File: config.mk
export PLATFORM = sky130hd
export DESIGN_NAME = mem_port_arbiter_flat
export DESIGN_NICKNAME = d
export VERILOG_FILES = /design/src/rtl/mem_port_arbiter_if.sv /design/src/rtl/mem_port_arbiter.sv /design/src/flat_wrapper.sv
export SDC_FILE = /design/constraint.sdc
export NUM_CORES = 1
export LEC_CHECK = 0
export CAP_MARGIN = 20
export CORE_MARGIN = 2
export CORE_UTILIZATION = 43
export CTS_CLUSTER_DIAMETER = 200
export DETAILED_ROUTE_END_ITERATION = 7
export HOLD_SLACK_MARGIN = 0.12
export PLACE_DENSITY = 0.89
export RECOVER_POWER = 100
export SETUP_SLACK_MARGIN = 0.4
export SYNTH_ARGS = -nofsm -noshare
export SYNTH_HDL_FRONTEND = slang
export SYNTH_SLANG_ARGS = --single-unit
File: constraint.sdc
create_clock -name clk -period 3.1 [get_ports clk]
set_input_delay 0.62 -clock clk [delete_from_list [all_inputs] [get_ports clk]]
set_output_delay 0.62 -clock clk [all_outputs]
set_load 0.01 [all_outputs]
File: src/rtl/mem_port_arbiter_if.sv
`default_nettype none
// ============================================================================
//  Module   : mem_port_arbiter_if
//  Brief    : Bundles the fetch port, data port, memory command/response bus
//             and status outputs of the shared-memory arbiter.
//             slave  = arbiter side, master = requesters/memory side.
//  Revision : 1.0  initial release
// ============================================================================
interface mem_port_arbiter_if;
  // fetch port
  logic        i_req;
  logic [31:0] i_addr;
  logic        i_ack;
  logic [31:0] i_rdata;
  // load/store port
  logic        d_req;
  logic        d_we;
  logic [31:0] d_addr;
  logic [31:0] d_wdata;
  logic [2:0]  d_ubhw;
  logic        d_ack;
  logic [31:0] d_rdata;
  // memory command / response
  logic        m_en;
  logic        m_we;
  logic [31:0] m_addr;
  logic [31:0] m_wdata;
  logic [2:0]  m_ubhw;
  logic [31:0] m_rdata;
  // status
  logic        busy;
  logic        grant_d;

  modport slave (
    input  i_req, i_addr, d_req, d_we, d_addr, d_wdata, d_ubhw, m_rdata,
    output i_ack, i_rdata, d_ack, d_rdata,
    output m_en, m_we, m_addr, m_wdata, m_ubhw, busy, grant_d
  );

  modport master (
    output i_req, i_addr, d_req, d_we, d_addr, d_wdata, d_ubhw, m_rdata,
    input  i_ack, i_rdata, d_ack, d_rdata,
    input  m_en, m_we, m_addr, m_wdata, m_ubhw, busy, grant_d
  );
endinterface
`default_nettype wire

File: src/rtl/mem_port_arbiter.sv
`default_nettype none
// ============================================================================
//  Module   : mem_port_arbiter
//  Brief    : Shares one fixed-latency single-port memory between the fetch
//             port and the load/store port. One transaction in flight, data
//             port has priority, a starvation counter forces a fetch win
//             after STARVE_MAX consecutive contested losses.
//  Revision : 1.0  initial release
// ============================================================================
module mem_port_arbiter #(
  parameter int LAT        = 2,  // cycles from m_en to m_rdata valid, >= 1
  parameter int STARVE_MAX = 4   // contested fetch losses before forced win, >= 1
) (
  input  logic              clk,
  input  logic              rst,
  mem_port_arbiter_if.slave bus
);

  localparam int c_wait_w   = (LAT > 1) ? $clog2(LAT) : 1;
  localparam int c_starve_w = $clog2(STARVE_MAX + 1);
  localparam logic [2:0] c_ubhw_word = 3'b010;

  typedef enum logic [1:0] {
    S_IDLE  = 2'd0,
    S_ISSUE = 2'd1,
    S_WAIT  = 2'd2,
    S_RESP  = 2'd3
  } state_t;

  state_t                state_q,   state_d;
  logic [c_wait_w-1:0]   wait_q,    wait_d;
  logic [c_starve_w-1:0] starve_q,  starve_d;
  logic                  m_en_q,    m_en_d;
  logic                  m_we_q,    m_we_d;
  logic [31:0]           m_addr_q,  m_addr_d;
  logic [31:0]           m_wdata_q, m_wdata_d;
  logic [2:0]            m_ubhw_q,  m_ubhw_d;
  logic                  i_ack_q,   i_ack_d;
  logic                  d_ack_q,   d_ack_d;
  logic [31:0]           i_rdata_q, i_rdata_d;
  logic [31:0]           d_rdata_q, d_rdata_d;
  logic                  grant_d_q, grant_d_d;
  logic                  busy_q,    busy_d;

  logic w_contested;
  logic w_data_wins;

  // Winner selection: data first, unless fetch has already lost STARVE_MAX contests
  always_comb begin
    w_contested = bus.i_req && bus.d_req;
    w_data_wins = bus.d_req &&
                  (!bus.i_req || (starve_q != c_starve_w'(STARVE_MAX)));
  end

  // Next-state and next-output computation for the transaction sequencer
  always_comb begin
    state_d   = state_q;
    wait_d    = wait_q;
    starve_d  = starve_q;
    m_en_d    = 1'b0;
    m_we_d    = m_we_q;
    m_addr_d  = m_addr_q;
    m_wdata_d = m_wdata_q;
    m_ubhw_d  = m_ubhw_q;
    i_ack_d   = 1'b0;
    d_ack_d   = 1'b0;
    i_rdata_d = i_rdata_q;
    d_rdata_d = d_rdata_q;
    grant_d_d = grant_d_q;

    case (state_q)
      S_IDLE: begin
        if (bus.i_req || bus.d_req) begin
          // Request fields are captured here only; the command stays frozen
          state_d = S_ISSUE;
          m_en_d  = 1'b1;
          if (w_data_wins) begin
            m_we_d    = bus.d_we;
            m_addr_d  = bus.d_addr;
            m_wdata_d = bus.d_wdata;
            m_ubhw_d  = bus.d_ubhw;
            grant_d_d = 1'b1;
            if (w_contested && (starve_q != c_starve_w'(STARVE_MAX))) begin
              starve_d = starve_q + 1'b1;
            end
          end else begin
            m_we_d    = 1'b0;
            m_addr_d  = bus.i_addr;
            m_wdata_d = 32'd0;
            m_ubhw_d  = c_ubhw_word;
            grant_d_d = 1'b0;
            starve_d  = '0;
          end
        end
      end

      S_ISSUE: begin
        // m_en is high during this state; count the remaining latency
        wait_d  = c_wait_w'(LAT - 1);
        state_d = S_WAIT;
      end

      S_WAIT: begin
        if (wait_q == '0) begin
          // m_rdata is valid this cycle; stores leave the read registers alone
          if (!m_we_q) begin
            if (grant_d_q) begin
              d_rdata_d = bus.m_rdata;
            end else begin
              i_rdata_d = bus.m_rdata;
            end
          end
          d_ack_d = grant_d_q;
          i_ack_d = !grant_d_q;
          state_d = S_RESP;
        end else begin
          wait_d = wait_q - 1'b1;
        end
      end

      S_RESP: begin
        state_d = S_IDLE;
      end

      default: begin
        state_d = S_IDLE;
      end
    endcase

    busy_d = (state_d != S_IDLE);
  end

  // All state and outputs registered; reset discards any transaction in flight
  always_ff @(posedge clk) begin
    if (rst) begin
      state_q   <= S_IDLE;
      wait_q    <= '0;
      starve_q  <= '0;
      m_en_q    <= 1'b0;
      m_we_q    <= 1'b0;
      m_addr_q  <= 32'd0;
      m_wdata_q <= 32'd0;
      m_ubhw_q  <= 3'd0;
      i_ack_q   <= 1'b0;
      d_ack_q   <= 1'b0;
      i_rdata_q <= 32'd0;
      d_rdata_q <= 32'd0;
      grant_d_q <= 1'b0;
      busy_q    <= 1'b0;
    end else begin
      state_q   <= state_d;
      wait_q    <= wait_d;
      starve_q  <= starve_d;
      m_en_q    <= m_en_d;
      m_we_q    <= m_we_d;
      m_addr_q  <= m_addr_d;
      m_wdata_q <= m_wdata_d;
      m_ubhw_q  <= m_ubhw_d;
      i_ack_q   <= i_ack_d;
      d_ack_q   <= d_ack_d;
      i_rdata_q <= i_rdata_d;
      d_rdata_q <= d_rdata_d;
      grant_d_q <= grant_d_d;
      busy_q    <= busy_d;
    end
  end

  assign bus.m_en    = m_en_q;
  assign bus.m_we    = m_we_q;
  assign bus.m_addr  = m_addr_q;
  assign bus.m_wdata = m_wdata_q;
  assign bus.m_ubhw  = m_ubhw_q;
  assign bus.i_ack   = i_ack_q;
  assign bus.d_ack   = d_ack_q;
  assign bus.i_rdata = i_rdata_q;
  assign bus.d_rdata = d_rdata_q;
  assign bus.grant_d = grant_d_q;
  assign bus.busy    = busy_q;

endmodule
`default_nettype wire

File: src/flat_wrapper.sv
// flat-port wrapper written by rule: the top's interface ports become plain ports
module mem_port_arbiter_flat 
#(
  parameter int LAT        = 2,                                            
  parameter int STARVE_MAX = 4                                                    
)
  (clk, rst, bus_i_req, bus_i_addr, bus_d_req, bus_d_we, bus_d_addr, bus_d_wdata, bus_d_ubhw, bus_m_rdata, bus_i_ack, bus_i_rdata, bus_d_ack, bus_d_rdata, bus_m_en, bus_m_we, bus_m_addr, bus_m_wdata, bus_m_ubhw, bus_busy, bus_grant_d);
  mem_port_arbiter_if bus_i ();
  input  logic clk;
  input  logic rst;
  input wire logic [$bits(bus_i.i_req)-1:0] bus_i_req;
  input wire logic [$bits(bus_i.i_addr)-1:0] bus_i_addr;
  input wire logic [$bits(bus_i.d_req)-1:0] bus_d_req;
  input wire logic [$bits(bus_i.d_we)-1:0] bus_d_we;
  input wire logic [$bits(bus_i.d_addr)-1:0] bus_d_addr;
  input wire logic [$bits(bus_i.d_wdata)-1:0] bus_d_wdata;
  input wire logic [$bits(bus_i.d_ubhw)-1:0] bus_d_ubhw;
  input wire logic [$bits(bus_i.m_rdata)-1:0] bus_m_rdata;
  output wire logic [$bits(bus_i.i_ack)-1:0] bus_i_ack;
  output wire logic [$bits(bus_i.i_rdata)-1:0] bus_i_rdata;
  output wire logic [$bits(bus_i.d_ack)-1:0] bus_d_ack;
  output wire logic [$bits(bus_i.d_rdata)-1:0] bus_d_rdata;
  output wire logic [$bits(bus_i.m_en)-1:0] bus_m_en;
  output wire logic [$bits(bus_i.m_we)-1:0] bus_m_we;
  output wire logic [$bits(bus_i.m_addr)-1:0] bus_m_addr;
  output wire logic [$bits(bus_i.m_wdata)-1:0] bus_m_wdata;
  output wire logic [$bits(bus_i.m_ubhw)-1:0] bus_m_ubhw;
  output wire logic [$bits(bus_i.busy)-1:0] bus_busy;
  output wire logic [$bits(bus_i.grant_d)-1:0] bus_grant_d;
  assign bus_i.i_req = bus_i_req;
  assign bus_i.i_addr = bus_i_addr;
  assign bus_i.d_req = bus_d_req;
  assign bus_i.d_we = bus_d_we;
  assign bus_i.d_addr = bus_d_addr;
  assign bus_i.d_wdata = bus_d_wdata;
  assign bus_i.d_ubhw = bus_d_ubhw;
  assign bus_i.m_rdata = bus_m_rdata;
  assign bus_i_ack = bus_i.i_ack;
  assign bus_i_rdata = bus_i.i_rdata;
  assign bus_d_ack = bus_i.d_ack;
  assign bus_d_rdata = bus_i.d_rdata;
  assign bus_m_en = bus_i.m_en;
  assign bus_m_we = bus_i.m_we;
  assign bus_m_addr = bus_i.m_addr;
  assign bus_m_wdata = bus_i.m_wdata;
  assign bus_m_ubhw = bus_i.m_ubhw;
  assign bus_busy = bus_i.busy;
  assign bus_grant_d = bus_i.grant_d;
  mem_port_arbiter #(.LAT(LAT), .STARVE_MAX(STARVE_MAX)) u_core (.clk(clk), .rst(rst), .bus(bus_i));
endmodule
# --- Word level (Yosys, flattened, before mapping) ---
# Cells that the tools add are included.
word_totals:
  regBits: 143
  romBits: 0
  latchBits: 0
  wordCells: 55
  in_bits: 136
  memories: 0
  output_inout_bits: 137
  ram_bits: 0
op_classes:
  n_reduce_logical: 16
  n_addsub: 2
  order_cmp: 0
  mul: 0
  div: 0
  shift: 0
  bitwise: 5
  n_eq_ne: 5
  muxes: 13
ops:
  columns: ["cell", "count"]
  rows:
  - ["$mux 32", 2]
  - ["$mux 3", 3]
  - ["$pmux 2 s4", 1]
  - ["$reduce_and 4->1", 2]
  - ["$not 1->1", 5]
  - ["$eq 2x2->1 const B", 2]
  - ["$mux 1", 4]
  - ["$mux 2", 2]
  - ["$reduce_bool 2->1", 2]
  - ["$add 3x1->3 const B", 1]
  - ["$logic_and 1x1->1", 3]
  - ["$ne 3x3->1 const B", 1]
  - ["$reduce_and 3->1", 1]
  - ["$reduce_or 3->1", 1]
  - ["$eq 2x1->1 const B", 1]
  - ["$logic_not 1->1", 2]
  - ["$logic_not 2->1", 1]
  - ["$logic_or 1x1->1", 2]
  - ["$ne 2x2->1 const B", 1]
  - ["$pmux 1 s2", 1]
  - ["$reduce_and 2->1", 1]
  - ["$reduce_or 2->1", 1]
  - ["$sub 1x1->1 const B", 1]

# --- Longest topological paths before layout ---
depth:
  depth_word: 5
  depth_mapped: 7
  ltp_nobuf: 5

# --- Worst setup path after synthesis ---
# Ideal clock, no wire load.
synth_timing:
  kind: "input to register"
  startpoint: "in bus_i_req"
  endpoint: "reg u_core.m_wdata_q[10], in the netlist u_core.bus.m_wdata[10]"
  t_arrival_ns: 1.726
  setup_time_ns: 0.057
  slack_ns: 1.317
  required_ns: 3.043
  path_stages: 6
  path_buffers: 3
  path_cell_list: "buf_6 -> and3_4 -> buf_6 -> nor4b_4 -> buf_6 -> a22o_2"
synth_via:
  elab_chain_len: 4
  word_cells_on_any_way: 6
  cone_classes: "mux (1); reduce/logical (5)"
synth_lines:
  columns: ["item", "line", "text"]
  rows:
  - ["from (decl)", "flat_wrapper.sv:11", "input wire logic [$bits(bus_i.i_req)-1:0] bus_i_req;"]
  - ["$logic_not 1->1", "mem_port_arbiter.sv:52", "(!bus.i_req || (starve_q != c_starve_w'(STARVE_MAX)));"]
  - ["$logic_or 1x1->1", "mem_port_arbiter.sv:52", null]
  - ["$logic_and 1x1->1", "mem_port_arbiter.sv:51", "w_data_wins = bus.d_req &&"]
  - ["$mux 32", "mem_port_arbiter.sv:77", "if (w_data_wins) begin"]
  - ["to (signal assigned)", "mem_port_arbiter.sv:157", "m_wdata_q <= m_wdata_d;"]
  - ["to (decl)", "mem_port_arbiter.sv:36", "logic [31:0] m_wdata_q, m_wdata_d;"]
# Several ways; a longest one is shown, not always the timed one.
# A chain may end at the register's enable or synchronous reset.

# --- Final worst setup path ---
layout_timing:
  startpoint: "reg u_core.state_q[0]"
  endpoint: "reg u_core.i_rdata_q[16], in the netlist u_core.bus.i_rdata[16]"
layout_via:
  elab_chain_len: 2
layout_lines:
  columns: ["item", "line", "text"]
  rows:
  - ["from (decl)", "mem_port_arbiter.sv:30", "state_t state_q, state_d;"]
  - ["from (signal assigned)", "mem_port_arbiter.sv:151", "state_q <= state_d;"]
  - ["$eq 2x2->1", "mem_port_arbiter.sv:71", "case (state_q)"]
  - ["$reduce_and 4->1 (no source line)", null, null]
  - ["to (signal assigned)", "mem_port_arbiter.sv:161", "i_rdata_q <= i_rdata_d;"]
  - ["to (decl)", "mem_port_arbiter.sv:40", "logic [31:0] i_rdata_q, i_rdata_d;"]
# Every way passes these cells.

==> flow_summary.toml <==
[run_status]
status = "completed"

[flow_run]
maxCapViolCount = 0

[worst_setup_path]
r2r_setup_slack_ps = 580
startpoint_type = "flip-flop"
cp_max_fo = 27
arrival_ps = 2850
crit_type = "reg2reg"
crit_path_end_kind = "flip-flop"
cp.required_ps = 3430

[pwr]
power_density_nw_per_um2 = 547
leakagePower_nw = 3.52
ir_drop_uv = 295
power_mw = 4.77

[place]
place_area_um2 = 8150
portBuffers = 272
pre_cts_slack_ps = 517
hpwl_um = 11100
place_inst = 1004
gp_congestion = 0.798

[clocking]
insertion_delay_ps = 410
cts_resized = 0
cts_made_buffers = 17
hold_buffers = 0
clk_path_buf_depth = 2
cts.clk_slew.worst_paths_ps = 60
cts_setup_buffers = 0
clkSinkCount = 143
cts_root_buf = "clkbuf_16"
cts_max_level = 4
cts_tree = "yes"

[synth]
ys_types = 35
synthAdderAreaFrac_pct = 1.40
avgSynthCellArea_um2 = 8.81
syn_area_um2 = 5350
synth-async-reset-ratio_pct = 0
synth.area.mux_share_pct = 0
yosys.area_share.simple_pct = 18.1
syn-num-nets = 749
yosysTopAreaCell = "dfxtp_1"
ys_warn_count = 0
ys_ff_latch = 143
synth_edf_count = 0
synth_top_area_share_pct = 53.5
synth_cells = 607
synth_compound_area_share_pct = 21.9
yosys-top-cells-area = "dfxtp_1 54%, nand2_1 9.2%, a21oi_1 6.4%, a311oi_1 5.2%, a22o_1 3.4%"
yosysSeqAreaShare_pct = 53.5
synth_top_family_by_area = "compound AO/OA/AOI/OAI gates"
synthFlopType = "dfxtp_1"
synth_xor_area_share_pct = 0

[route]
first_iter_violations = 386
drc = 0
ant_nets = 0
vias = 5390
routed_wl_um = 16400
first_pass_iters = 5
avgViaCountPerCell = 5.20
wl_per_cell_um = 15.8

[layout]
mostFrequentLayoutCells = "143 x dfxtp_1, 139 x dlygate4sd3_1, 132 x clkdlybuf4s50_1"
num_antenna_cells = 0
layout.area.seq_um2 = 2860
finish.utilization_pct = 72.3
drive_gt1_share_pct = 6.79
multiInputGateArea_um2 = 2230
layout_commonest_cell = "dfxtp_1"
fin_cells = 1037
fin_area_um2 = 8720
fillCellCount = 885
area_growth_pct = 63.0
nNetsFinal = 998

[hold_path]
hold_class = "reg2reg"

[die]
die_area_um2 = 13400
dieWidth_um = 116
ioPinCount = 273
rows = 40
design.core.area_um2 = 12100
die_h_um = 116
initial_core_util_pct = 44.4

[timing]
timing.final.hold_violations = 0
fin_crit_ps = 2520
slew_headroom_pct = 15.5
setup_viol_count_final = 0
whs_ps = 447
tns_ps = 0
post-route-period-util_pct = 81.3
slew_viol_final = 0
tightestPinTransition_ps = 1270
finClkSkew_ps = 10.5
rsz0062_at_grt = "false"
timing.fmax_ghz = 0.397
layout_setup_ws_ps = 581

[grt]
grt_pass1_wl_um = 24900
grt_pass1_vias = 5045
antenna_found_initial = 0
grt_max_degree = 57
grt_overflow = 0
grt_util_all_layers_pct = 23.6
[power breakdown]
part | switching (mW) | leakage, nW | total (mW) | internal, mW
combinational | 0.321 | 2.07 | 0.711 | 0.390
sequential | 0.0611 | 1.17 | 2.01 | 1.95
clock | 0.786 | 0.284 | 2.05 | 1.27
[sequential cells by signal, summed over array words and instances, names as in the netlist]
name	count
u_core.starve_q	3
u_core.bus.d_ack	1
u_core.wait_q	1
u_core.bus.m_ubhw	3
u_core.bus.i_rdata	32
u_core.bus.grant_d	1
u_core.bus.busy	1
u_core.bus.i_ack	1
u_core.bus.m_addr	32
u_core.bus.m_wdata	32
u_core.bus.d_rdata	32
u_core.bus.m_en	1
u_core.bus.m_we	1
u_core.state_q	2
[area by class of cell]
cell class / instances / share of cell area (%)
Sequential cell: 143 / 32.8
Timing Repair Buffer: 285 / 32.2
Multi-Input combinational cell: 403 / 25.5
Clock buffer: 19 / 4.96
Tap cell: 168 / 2.41
Clock inverter: 13 / 1.87
Inverter: 6 / 0.258
[worst paths after layout]
kind                                              from                      to  cells past startpoint
worst max-delay path                 u_core.state_q[0]  u_core.bus.i_rdata[16]                      6
worst min-delay path            u_core.bus.d_rdata[31]  u_core.bus.d_rdata[31]                      2
worst max register to register       u_core.state_q[0]  u_core.bus.i_rdata[16]                      6
worst min register to register  u_core.bus.d_rdata[31]  u_core.bus.d_rdata[31]                      2
[synthesized netlist by cell type (5+ instances only)]
library cell,n
a311oi_1,32
a22o_2,14
inv_1,6
clkbuf_1,44
dfxtp_1,143
buf_2,5
nand3_1,33
nor2_1,38
nand2_1,131
ha_1,6
buf_6,5
a21oi_1,68
a22o_1,21
o21ai_0,35
[per-layer routing]
metal	vias up	wire (um)	GRT usage, %
li1	2639	-	-
met1	2488	6470	27.4
met2	232	8020	39.6
met3	31	1510	8.84
met4	0	357	9.40
met5	-	0	0
[logic make-up (layout without fill, tap and decap cells)]
logic type      Yosys count  in the layout
simple gates            220            220
compound gates          177            177
flops                   143            143
buf+inv                  61            323
fa+ha+maj                 6              6
[worst max-delay path: stages, from the launching register on]
cell and delay, ps:
dfxtp_1 380, inv_1 100, ha_1 290, or4b_1 340, clkbuf_1 960, nand2_1 160, a21oi_1 200
Note: power is estimated with default switching activity, not from simulation.
